File: src/rtl/ex_muldiv_pkg.sv
// ex_muldiv_pkg: shared definitions for the iterative M-extension unit.
// Holds the funct3 operation codes, the decoder's funct7 value for the
// M-extension, the FSM state encoding and operand-signedness helpers.
package ex_muldiv_pkg;

  // M-extension funct3 codes
  localparam logic [2:0] F3_MUL    = 3'b000;
  localparam logic [2:0] F3_MULH   = 3'b001;
  localparam logic [2:0] F3_MULHSU = 3'b010;
  localparam logic [2:0] F3_MULHU  = 3'b011;
  localparam logic [2:0] F3_DIV    = 3'b100;
  localparam logic [2:0] F3_DIVU   = 3'b101;
  localparam logic [2:0] F3_REM    = 3'b110;
  localparam logic [2:0] F3_REMU   = 3'b111;

  // funct7 that selects the M-extension in the OP major opcode
  localparam logic [6:0] INSTR_AL_FUNCT7 = 7'b0000001;

  typedef enum logic [1:0] {
    ST_IDLE = 2'b00,
    ST_CALC = 2'b01,
    ST_DONE = 2'b10
  } state_e;

  // rs1 is signed for MUL, MULH, MULHSU, DIV and REM
  function automatic logic rs1_signed(input logic [2:0] op);
    case (op)
      F3_MUL, F3_MULH, F3_MULHSU, F3_DIV, F3_REM: rs1_signed = 1'b1;
      default:                                   rs1_signed = 1'b0;
    endcase
  endfunction

  // rs2 is signed for MUL, MULH, DIV and REM
  function automatic logic rs2_signed(input logic [2:0] op);
    case (op)
      F3_MUL, F3_MULH, F3_DIV, F3_REM: rs2_signed = 1'b1;
      default:                         rs2_signed = 1'b0;
    endcase
  endfunction

endpackage

File: src/rtl/ex_muldiv_divstep.sv
// ex_muldiv_divstep: one combinational restoring-division step.
// Ports:
//   rem_i          partial remainder (XLEN+1 bits)
//   dividend_bit_i next dividend bit shifted in at the bottom
//   divisor_i      divisor magnitude
//   rem_o          new partial remainder
//   quot_bit_o     quotient bit produced by this step
module ex_muldiv_divstep #(
  parameter int XLEN = 32
) (
  input  logic [XLEN:0]   rem_i,
  input  logic            dividend_bit_i,
  input  logic [XLEN-1:0] divisor_i,
  output logic [XLEN:0]   rem_o,
  output logic            quot_bit_o
);

  logic [XLEN:0] shifted_d;
  logic [XLEN:0] diff_d;

  // Trial subtract; rem_i[XLEN] set means the shifted value exceeds 2^(XLEN+1)
  // and is therefore above any divisor. The modular difference is exact
  // whenever the subtraction is taken because the result is below the divisor.
  always_comb begin
    shifted_d  = {rem_i[XLEN-1:0], dividend_bit_i};
    diff_d     = shifted_d - {1'b0, divisor_i};
    quot_bit_o = rem_i[XLEN] | (shifted_d >= {1'b0, divisor_i});
    if (quot_bit_o) begin
      rem_o = diff_d;
    end else begin
      rem_o = shifted_d;
    end
  end

endmodule

File: src/rtl/ex_muldiv.sv
// ex_muldiv: iterative RV32M/RV64M multiply/divide unit, one bit per cycle.
// Ports:
//   clk, rst                     clock, asynchronous active-high reset
//   flush_i                      kill in-flight operation
//   in_valid_i / in_ready_o      operand handshake (ready only in IDLE)
//   op_i, rs1_rdata_i, rs2_rdata_i, rd_idx_i   operation, operands, dest tag
//   out_valid_o / out_ready_i    result handshake
//   out_rd_idx_o, out_result_o   registered tag and result
module ex_muldiv
  import ex_muldiv_pkg::*;
#(
  parameter int XLEN          = 32,
  parameter int REG_IDX_WIDTH = 5
) (
  input  logic                     clk,
  input  logic                     rst,
  input  logic                     flush_i,
  input  logic                     in_valid_i,
  output logic                     in_ready_o,
  input  logic [2:0]               op_i,
  input  logic [XLEN-1:0]          rs1_rdata_i,
  input  logic [XLEN-1:0]          rs2_rdata_i,
  input  logic [REG_IDX_WIDTH-1:0] rd_idx_i,
  output logic                     out_valid_o,
  input  logic                     out_ready_i,
  output logic [REG_IDX_WIDTH-1:0] out_rd_idx_o,
  output logic [XLEN-1:0]          out_result_o
);

  localparam int CNT_W = $clog2(XLEN);
  localparam int W2    = 2 * XLEN;
  localparam logic [XLEN-1:0] ZERO = {XLEN{1'b0}};
  localparam logic [XLEN-1:0] ONES = {XLEN{1'b1}};
  localparam logic [XLEN-1:0] MIN  = {1'b1, {(XLEN-1){1'b0}}};

  state_e                   state_q;
  logic [CNT_W-1:0]         cnt_q;
  logic [2:0]               op_q;
  logic                     neg_res_q;
  logic                     neg_rem_q;
  logic [XLEN-1:0]          a_q;       // multiplicand, or dividend/quotient shift register
  logic [XLEN-1:0]          b_q;       // divisor magnitude
  logic [W2-1:0]            acc_q;     // {partial high, remaining multiplier bits}
  logic [XLEN:0]            rem_q;
  logic                     out_valid_q;
  logic [XLEN-1:0]          out_result_q;
  logic [REG_IDX_WIDTH-1:0] out_rd_q;

  logic            neg1_d, neg2_d;
  logic [XLEN-1:0] mag1_d, mag2_d;
  logic            div_zero_d, ovf_d;
  logic [XLEN-1:0] special_res_d;
  logic [XLEN:0]   mul_sum_d;
  logic [W2-1:0]   acc_d, prod_d;
  logic [XLEN:0]   rem_d;
  logic            qbit_d;
  logic [XLEN-1:0] quo_d, quo_fix_d, rem_fix_d;
  logic [XLEN-1:0] result_d;

  assign in_ready_o   = (state_q == ST_IDLE);
  assign out_valid_o  = out_valid_q;
  assign out_result_o = out_result_q;
  assign out_rd_idx_o = out_rd_q;

  // Operand magnitudes, sign flags and the special cases resolved at accept
  always_comb begin
    neg1_d     = rs1_signed(op_i) & rs1_rdata_i[XLEN-1];
    neg2_d     = rs2_signed(op_i) & rs2_rdata_i[XLEN-1];
    mag1_d     = neg1_d ? (~rs1_rdata_i + XLEN'(1)) : rs1_rdata_i;
    mag2_d     = neg2_d ? (~rs2_rdata_i + XLEN'(1)) : rs2_rdata_i;
    div_zero_d = op_i[2] & (rs2_rdata_i == ZERO);
    ovf_d      = op_i[2] & ~op_i[0] & (rs1_rdata_i == MIN) & (rs2_rdata_i == ONES);
    if (div_zero_d) begin
      special_res_d = op_i[1] ? rs1_rdata_i : ONES;
    end else if (ovf_d) begin
      special_res_d = op_i[1] ? ZERO : rs1_rdata_i;
    end else begin
      special_res_d = ZERO;
    end
  end

  ex_muldiv_divstep #(.XLEN(XLEN)) u_divstep (
    .rem_i          (rem_q),
    .dividend_bit_i (a_q[XLEN-1]),
    .divisor_i      (b_q),
    .rem_o          (rem_d),
    .quot_bit_o     (qbit_d)
  );

  // One iteration of shift-add multiply, plus final sign correction/selection
  always_comb begin
    mul_sum_d = {1'b0, acc_q[W2-1:XLEN]} + (acc_q[0] ? {1'b0, a_q} : {1'b0, ZERO});
    acc_d     = {mul_sum_d, acc_q[XLEN-1:1]};
    prod_d    = neg_res_q ? (~acc_d + W2'(1)) : acc_d;
    quo_d     = {a_q[XLEN-2:0], qbit_d};
    quo_fix_d = neg_res_q ? (~quo_d + XLEN'(1)) : quo_d;
    rem_fix_d = neg_rem_q ? (~rem_d[XLEN-1:0] + XLEN'(1)) : rem_d[XLEN-1:0];
    if (op_q[2]) begin
      result_d = op_q[1] ? rem_fix_d : quo_fix_d;
    end else if (op_q[1:0] == 2'b00) begin
      result_d = prod_d[XLEN-1:0];
    end else begin
      result_d = prod_d[W2-1:XLEN];
    end
  end

  // Control FSM, iteration datapath and registered outputs
  always_ff @(posedge clk or posedge rst) begin
    if (rst) begin
      state_q      <= ST_IDLE;
      cnt_q        <= {CNT_W{1'b0}};
      op_q         <= 3'b000;
      neg_res_q    <= 1'b0;
      neg_rem_q    <= 1'b0;
      a_q          <= ZERO;
      b_q          <= ZERO;
      acc_q        <= {W2{1'b0}};
      rem_q        <= {(XLEN+1){1'b0}};
      out_valid_q  <= 1'b0;
      out_result_q <= ZERO;
      out_rd_q     <= {REG_IDX_WIDTH{1'b0}};
    end else if (flush_i) begin
      // Flush wins over accept and over the output handshake
      state_q     <= ST_IDLE;
      cnt_q       <= {CNT_W{1'b0}};
      out_valid_q <= 1'b0;
    end else begin
      case (state_q)
        ST_IDLE: begin
          if (in_valid_i) begin
            op_q      <= op_i;
            out_rd_q  <= rd_idx_i;
            neg_res_q <= neg1_d ^ neg2_d;
            neg_rem_q <= neg1_d;
            a_q       <= mag1_d;
            b_q       <= mag2_d;
            acc_q     <= {ZERO, mag2_d};
            rem_q     <= {(XLEN+1){1'b0}};
            cnt_q     <= {CNT_W{1'b0}};
            if (div_zero_d || ovf_d) begin
              out_result_q <= special_res_d;
              out_valid_q  <= 1'b1;
              state_q      <= ST_DONE;
            end else begin
              state_q <= ST_CALC;
            end
          end
        end
        ST_CALC: begin
          if (op_q[2]) begin
            a_q   <= quo_d;
            rem_q <= rem_d;
          end else begin
            acc_q <= acc_d;
          end
          cnt_q <= cnt_q + CNT_W'(1);
          if (cnt_q == CNT_W'(XLEN - 1)) begin
            out_result_q <= result_d;
            out_valid_q  <= 1'b1;
            cnt_q        <= {CNT_W{1'b0}};
            state_q      <= ST_DONE;
          end
        end
        ST_DONE: begin
          if (out_ready_i) begin
            out_valid_q <= 1'b0;
            state_q     <= ST_IDLE;
          end
        end
        default: begin
          state_q     <= ST_IDLE;
          out_valid_q <= 1'b0;
        end
      endcase
    end
  end

endmodule

File: config.mk
export PLATFORM = sky130hd
export DESIGN_NAME = ex_muldiv
export DESIGN_NICKNAME = d
export VERILOG_FILES = /design/src/rtl/ex_muldiv_pkg.sv /design/src/rtl/ex_muldiv_divstep.sv /design/src/rtl/ex_muldiv.sv
export SDC_FILE = /design/constraint.sdc
export NUM_CORES = 1
export LEC_CHECK = 0
export CAP_MARGIN = 0
export CELL_PAD_IN_SITES_DETAIL_PLACEMENT = 0
export CELL_PAD_IN_SITES_GLOBAL_PLACEMENT = 1
export CORE_AREA = 8 8 256 196
export DETAILED_ROUTE_END_ITERATION = 7
export DIE_AREA = 0 0 264 204
export PLACE_DENSITY = 0.75
export SKIP_CTS_REPAIR_TIMING = 1
export SLEW_MARGIN = 40
export SYNTH_ARGS = -nofsm -noshare
export SYNTH_HDL_FRONTEND = slang
export SYNTH_SLANG_ARGS = --single-unit
File: constraint.sdc
create_clock -name clk -period 7.1 [get_ports clk]
set_clock_uncertainty 0.1 [all_clocks]
set_input_delay 1.065 -clock clk [delete_from_list [all_inputs] [get_ports clk]]
set_output_delay 1.065 -clock clk [all_outputs]
set_load 0.05 [all_outputs]
# ---- Yosys cells after proc, flatten, opt, wreduce, memory -nomap -nowiden
# Index checks and enable logic that the tools add are counted.
dict set report word_totals {
  reg_bits 211
  inputBits 77
}
dict set report op_classes {
  addsub 8
  n_lt_le_gt_ge 1
  n_eq_ne 18
  n_mux 45
  bitwise 15
  n_reduce_logical 16
}
# cell count
set op_table {}
lappend op_table {{32-bit two-way mux} 17}
lappend op_table {{64-bit two-way mux} 3}
lappend op_table {{32-bit by 1-bit adder with 32-bit output, second input constant} 4}
lappend op_table {{32-bit NOT} 4}
lappend op_table {{32-bit one-hot mux with 2 select lines} 2}
lappend op_table {{64-bit one-hot mux with 2 select lines} 1}
lappend op_table {{33-bit two-way mux} 3}
lappend op_table {{33-bit one-hot mux with 2 select lines} 1}
lappend op_table {{64-bit by 1-bit adder with 64-bit output, second input constant} 1}
lappend op_table {{32-bit equality test, second input constant} 2}
lappend op_table {{64-bit NOT} 1}
lappend op_table {{32-bit by 32-bit adder with 33-bit output} 1}
lappend op_table {{33-bit by 32-bit >= comparator with 1-bit output} 1}
lappend op_table {{33-bit by 32-bit subtractor with 33-bit output} 1}
lappend op_table {{32-bit zero test} 1}
lappend op_table {{5-bit two-way mux} 3}
lappend op_table {{4-bit AND reduction} 3}
lappend op_table {{2-bit two-way mux} 5}
lappend op_table {{5-bit one-hot mux with 2 select lines} 1}
lappend op_table {{3-bit inequality test, second input constant} 3}
lappend op_table {{2-bit inequality test, second input constant} 4}
lappend op_table {{1-bit two-way mux} 7}
lappend op_table {{1-bit bitwise AND} 6}
lappend op_table {{3-bit equality test, second input constant} 2}
lappend op_table {{23 further kinds} 26}

# ---- Depth between registers and ports, before layout
dict set report logic_depth {
  word_depth 10
  mapped_depth 24
  depth_no_buf 19
}

# ---- By module
# Synthesis repeated with hierarchy kept, for this count alone.
dict set report unflattened {
  hier_cells 2350
  hier_area_um2 18146.2
}
# mod instances cells_each area_per_inst_um2
set by_module_without_submodules {}
lappend by_module_without_submodules {ex_muldiv 1 2008 15884.0}
lappend by_module_without_submodules {ex_muldiv_divstep 1 342 2262.2}

# ---- Least setup slack after synthesis
# OpenSTA, ideal clock, no wires.
dict set report synth_timing {
  path_kind {register to register}
  from {register rem_q[11]}
  to {register out_result_q[26] (netlist: out_result_o[26])}
  arrival_time_ns 5.676
  slack_ns 1.183
  stages_incl_launch_ff 23
  path_buffers 5
  synth_period_minus_slack_ns 5.917
  cell_sequence {dfrtp_1 > ha_1 > clkbuf_1 > nand4_1 > nor4_1 > a31oi_1 > o311a_1 > nand2_1 > clkbuf_1 > buf_1 > clkbuf_1 > buf_1 > nand2_1 > o21ai_0 > ha_1 > nand2_1 > nor3_1 > nor4b_1 > a31oi_1 > nor4b_1 > mux2_2 > a21oi_1 > a31oi_1}
}
dict set report synth_via {
  elab_chain_cells 10
}
# item line_no
set synth_rtl {}
lappend synth_rtl {{start, declared} ex_muldiv.sv:44} ;# logic [XLEN:0] rem_q;
lappend synth_rtl {{start signal, assigned} ex_muldiv.sv:118} ;# rem_q <= {(XLEN+1){1'b0}};
lappend synth_rtl {{start signal, assigned} ex_muldiv.sv:138} ;# rem_q <= {(XLEN+1){1'b0}};
lappend synth_rtl {{start signal, assigned} ex_muldiv.sv:152} ;# rem_q <= rem_d;
lappend synth_rtl {{33-bit by 32-bit >= comparator with 1-bit output} ex_muldiv_divstep.sv:27} ;# quot_bit_o = rem_i[XLEN] | (shifted_d >= {1'b0, divisor_i});
lappend synth_rtl {{1-bit bitwise OR} ex_muldiv_divstep.sv:27}
lappend synth_rtl {{33-bit two-way mux} ex_muldiv_divstep.sv:28} ;# if (quot_bit_o) begin
lappend synth_rtl {{32-bit NOT} ex_muldiv.sv:97} ;# rem_fix_d = neg_rem_q ? (~rem_d[XLEN-1:0] + XLEN'(1)) : rem_d[XLEN-1:0];
lappend synth_rtl {{32-bit by 1-bit adder with 32-bit output} ex_muldiv.sv:97}
lappend synth_rtl {{32-bit two-way mux} ex_muldiv.sv:97}
lappend synth_rtl {{32-bit two-way mux (*)} ex_muldiv.sv:99} ;# result_d = op_q[1] ? rem_fix_d : quo_fix_d;
lappend synth_rtl {{32-bit two-way mux (*)} ex_muldiv.sv:98} ;# if (op_q[2]) begin
lappend synth_rtl {{32-bit two-way mux (*)} ex_muldiv.sv:157} ;# if (cnt_q == CNT_W'(XLEN - 1)) begin
lappend synth_rtl {{32-bit one-hot mux with 2 select lines (*)} ex_muldiv.sv:128} ;# case (state_q)
lappend synth_rtl {{end signal, assigned} ex_muldiv.sv:141} ;# out_result_q <= special_res_d;
lappend synth_rtl {{end signal, assigned} ex_muldiv.sv:158} ;# out_result_q <= result_d;
lappend synth_rtl {{end, declared} ex_muldiv.sv:46} ;# logic [XLEN-1:0] out_result_q;
# Every way passes the cells marked *; elsewhere a longest branch is shown, timed or not. The select of a mux whose other input is x is not followed.
# A chain may end at the register's enable or synchronous reset.

# ---- Worst setup path in the final report
dict set report layout_timing {
  from {register b_q[12]}
  to {register out_result_q[28] (netlist: out_result_o[28])}
}
dict set report layout_via {
  elab_chain_cells 10
}
# item line_no
set layout_rtl {}
lappend layout_rtl {{start, declared} ex_muldiv.sv:42} ;# logic [XLEN-1:0] b_q;
lappend layout_rtl {{start signal, assigned} ex_muldiv.sv:136} ;# b_q <= mag2_d;
lappend layout_rtl {{33-bit by 32-bit >= comparator with 1-bit output} ex_muldiv_divstep.sv:27}
lappend layout_rtl {{1-bit bitwise OR} ex_muldiv_divstep.sv:27}
lappend layout_rtl {{33-bit two-way mux} ex_muldiv_divstep.sv:28}
lappend layout_rtl {{32-bit NOT} ex_muldiv.sv:97}
lappend layout_rtl {{32-bit by 1-bit adder with 32-bit output} ex_muldiv.sv:97}
lappend layout_rtl {{32-bit two-way mux} ex_muldiv.sv:97}
lappend layout_rtl {{32-bit two-way mux (*)} ex_muldiv.sv:99}
lappend layout_rtl {{32-bit two-way mux (*)} ex_muldiv.sv:98}
lappend layout_rtl {{32-bit two-way mux (*)} ex_muldiv.sv:157}
lappend layout_rtl {{32-bit one-hot mux with 2 select lines (*)} ex_muldiv.sv:128}
# Marked as above.

==> out/metrics.yaml <==
power:
  leakagePower_nw: 8.66
  p_sw_frac: 0.474
  p_sw_mw: 2.94
  ir_drop_uv: 186
  total_power_mw: 6.19
  p_per_area_nw_per_um2: 293
  p_int_mw: 3.26
  pwr-share-comb: 0.465
  pwr-share-seq: 0.312
  p_clk_frac: 0.223
route:
  via_per_inst: 6.33
  drt-initial-drc-count: 2428
  dr.pass1.iters: 6
  vias: 19700
  wl_per_cell_um: 24.7
  drt_wl_total_um: 76700
  drtAntennaViolNets: 0
  drc_errors: 0
timing:
  setup-violations-final: 0
  max_slew_margin: 0.377
  fin_crit_sh: 0.863
  timing.fmax_ghz: 0.163
  hold-worst-slack_ns: 0.384
  drv_slew: 0
  rsz0062_at_grt: "no"
  worst_pin_slew_ns: 0.934
  period_minus_slack_ns: 6.12
  tns_ns: 0
  finalHoldViolations: 0
clocking:
  htree_levels: 1
  clockBufferDepth: 3
  cts_tree: "yes"
  cts_root_buffer: "clkbuf_16"
  cts_buffers: 26
  clk_pin_slew_ns: 0.07
  clk-insertion-delay-late_ns: 0.57
  numClockSinks: 211
finish:
  drive_gt1_frac: 0.0523
  diodes: 0
  fin_area_um2: 21100
  final_util: 0.455
  fin_nets: 2636
  area_growth_syn_to_layout_pct: 13.2
synthesis:
  synth.distinct_cells: 82
  ys_ff_latch: 211
  yosysWarningCount: 0
  postSynthCellCount: 2470
  yosysTopAreaCellShare: 0.283
  syn-cell-area_um2: 18700
  synth_edf_count: 0
  yosysTopAreaCell: "dfrtp_1"
  ys_async_sr_fraction: 1.00
  synth_common_cells: "281 x o21ai_0, 275 x nand2_1, 245 x nor2_1"
  syn_avg_cell_area_um2: 7.55
  yosysMostFrequentCell: "o21ai_0"
  synth_flop_cell: "dfrtp_1"
  syn_nets: 2621
  synthTopCellsByArea: "dfrtp_1 28%, o21ai_0 7.5%, a21oi_1 6.2%"
  synth-seq-area-share: 0.283
global_routing:
  grt-ovfl-total: 0
  antenna_found_initial: 2
  grt_pass1_wl_um: 116000
  grt_pass1_vias: 18200
  grt_max_degree: 108
  grt_usage: 0.274
critical_path:
  cp.arrival_ns: 6.45
  path_class: "reg2reg"
  crit_path_end_kind: "register"
  worstPathRequired_ns: 7.43
  crit_fanout: 11
  start_kind: "register"
floorplan:
  dieArea_um2: 53900
  io_pins: 116
  core-area_um2: 46400
  die_x_um: 264
  row_count: 69
  dieHeight_um: 204
  start_util: 0.402
min_path:
  hp-class: "reg2reg"
place:
  port_buffers: 115
  hpwl_um: 59900
  place_area_um2: 20200
  gp_congestion: 0.973
run_status:
  status: "finished clean"
flow_run:
  drv_cap: 0
[placed cells by master (no fill, tap or decap), drive strengths merged, types with 23 or more instances in the layout]
cell / synthesis / layout
a21o: 23 / 23
a21oi: 231 / 231
a22o: 28 / 28
a31oi: 40 / 40
and2: 54 / 54
buf: 18 / 24
clkbuf: 134 / 38
clkdlybuf4s50: 0 / 115
dfrtp: 211 / 211
ha: 72 / 72
inv: 67 / 66
mux2i: 33 / 33
nand2: 275 / 275
nand3: 45 / 45
nand4: 28 / 28
nor2: 245 / 245
nor3: 60 / 60
nor4: 30 / 30
o211ai: 40 / 40
o21ai: 285 / 285
o31ai: 39 / 39
o41ai: 23 / 23
or3: 34 / 34
or4: 27 / 27
xnor2: 101 / 101
xor2: 88 / 88
[area by class of cell]
type / instances / area, um^2
Clock buffer: 38 / 746
Clock inverter: 9 / 109
Fill cell: 4727 / 25300
Inverter: 67 / 264
Multi-Input combinational cell: 2040 / 12600
Sequential cell: 211 / 5280
Tap cell: 603 / 754
Timing Repair Buffer: 139 / 1360
[power by group through the flow]
stage          combinational (mW)  clock [mW]  sequential, mW
2_1_floorplan                1.67           0            2.01
3_3_place_gp                 2.79           0            1.93
3_5_place_dp                 2.81           0            1.94
4_1_cts                      2.82        1.40            1.92
5_1_grt                      3.09        1.44            1.97
6_report                     2.88        1.38            1.93
[kinds of logic (layout without fill, tap and decap cells)]
group                      count (synthesis)  count (layout)  share of synthesized area
DFF                                      211             211                      0.283
adders and majority gates                 74              74                     0.0504
muxes                                     43              43                     0.0243
buffers and inverters                    219             253                     0.0449
AOI/OAI and AO/OA                        853             853                      0.282
and+or+nand+nor                          881             881                      0.226
xor gates and xnor gates                 189             189                     0.0887
[flip-flops by register name, indices dropped and copies added, names as in the netlist, 2 cells and up]
| register | flops |
|---|---|
| cnt_q | 5 |
| b_q | 32 |
| op_q | 3 |
| a_q | 32 |
| out_rd_idx_o | 5 |
| acc_q | 64 |
| state_q | 2 |
| out_result_o | 32 |
| rem_q | 33 |
[worst paths after layout]
| path | startpoint | endpoint | slack, ns | cells after the start |
|---|---|---|---|---|
| setup / recovery | b_q[12]$_DFFE_PP0P_ | out_result_o[28]$_DFFE_PP0P_ | 0.98 | 18 |
| hold / removal | rem_q[32]$_DFFE_PP0P_ | rem_q[32]$_DFFE_PP0P_ | 0.38 | 2 |
| setup reg to reg | b_q[12]$_DFFE_PP0P_ | out_result_o[28]$_DFFE_PP0P_ | 0.98 | 18 |
| hold reg to reg | rem_q[32]$_DFFE_PP0P_ | rem_q[32]$_DFFE_PP0P_ | 0.38 | 2 |
| max in group asynchronous | rst | neg_rem_q$_DFFE_PP0P_ | 4.79 | 3 |
| min in group asynchronous | rst | out_rd_idx_o[4]$_DFFE_PP0P_ | 0.86 | 2 |
[critical path, stage by stage, from the launching register on]
cell	delay [ns]
dfrtp_1	0.35
inv_1	0.08
ha_1	0.45
nand4_1	0.30
nor4_1	0.84
a31oi_1	0.23
o311a_1	0.29
nand2_2	0.28
inv_1	0.12
mux2i_1	0.25
ha_1	0.29
nand2_1	0.10
nor3_1	0.30
nor4b_1	0.52
a31oi_1	0.42
nor4_1	0.62
nor2_1	0.10
nor3_1	0.22
a31oi_1	0.11
[through the flow]
| stage | instances | setup slack [ns] |
|---|---|---|
| after floorplan | 2470 | 0.169 |
| after global routing | 3107 | 0.680 |
| after CTS | 3106 | 1.26 |
| after global placement | 3058 | 1.02 |
| final | 3107 | 0.976 |
| after detailed placement | 3059 | 1.30 |
[routing by layer]
| metal | vias to the layer above | track usage | wire (um) |
|---|---|---|---|
| met3 | 75 | 0.0637 | 8210 |
| li1 | 9024 | - | - |
| met4 | 2 | 0.0406 | 1280 |
| met2 | 984 | 0.390 | 30700 |
| met5 | - | 0 | 13 |
| met1 | 9587 | 0.422 | 36500 |
No activity file was read; power rests on OpenSTA's default activity.
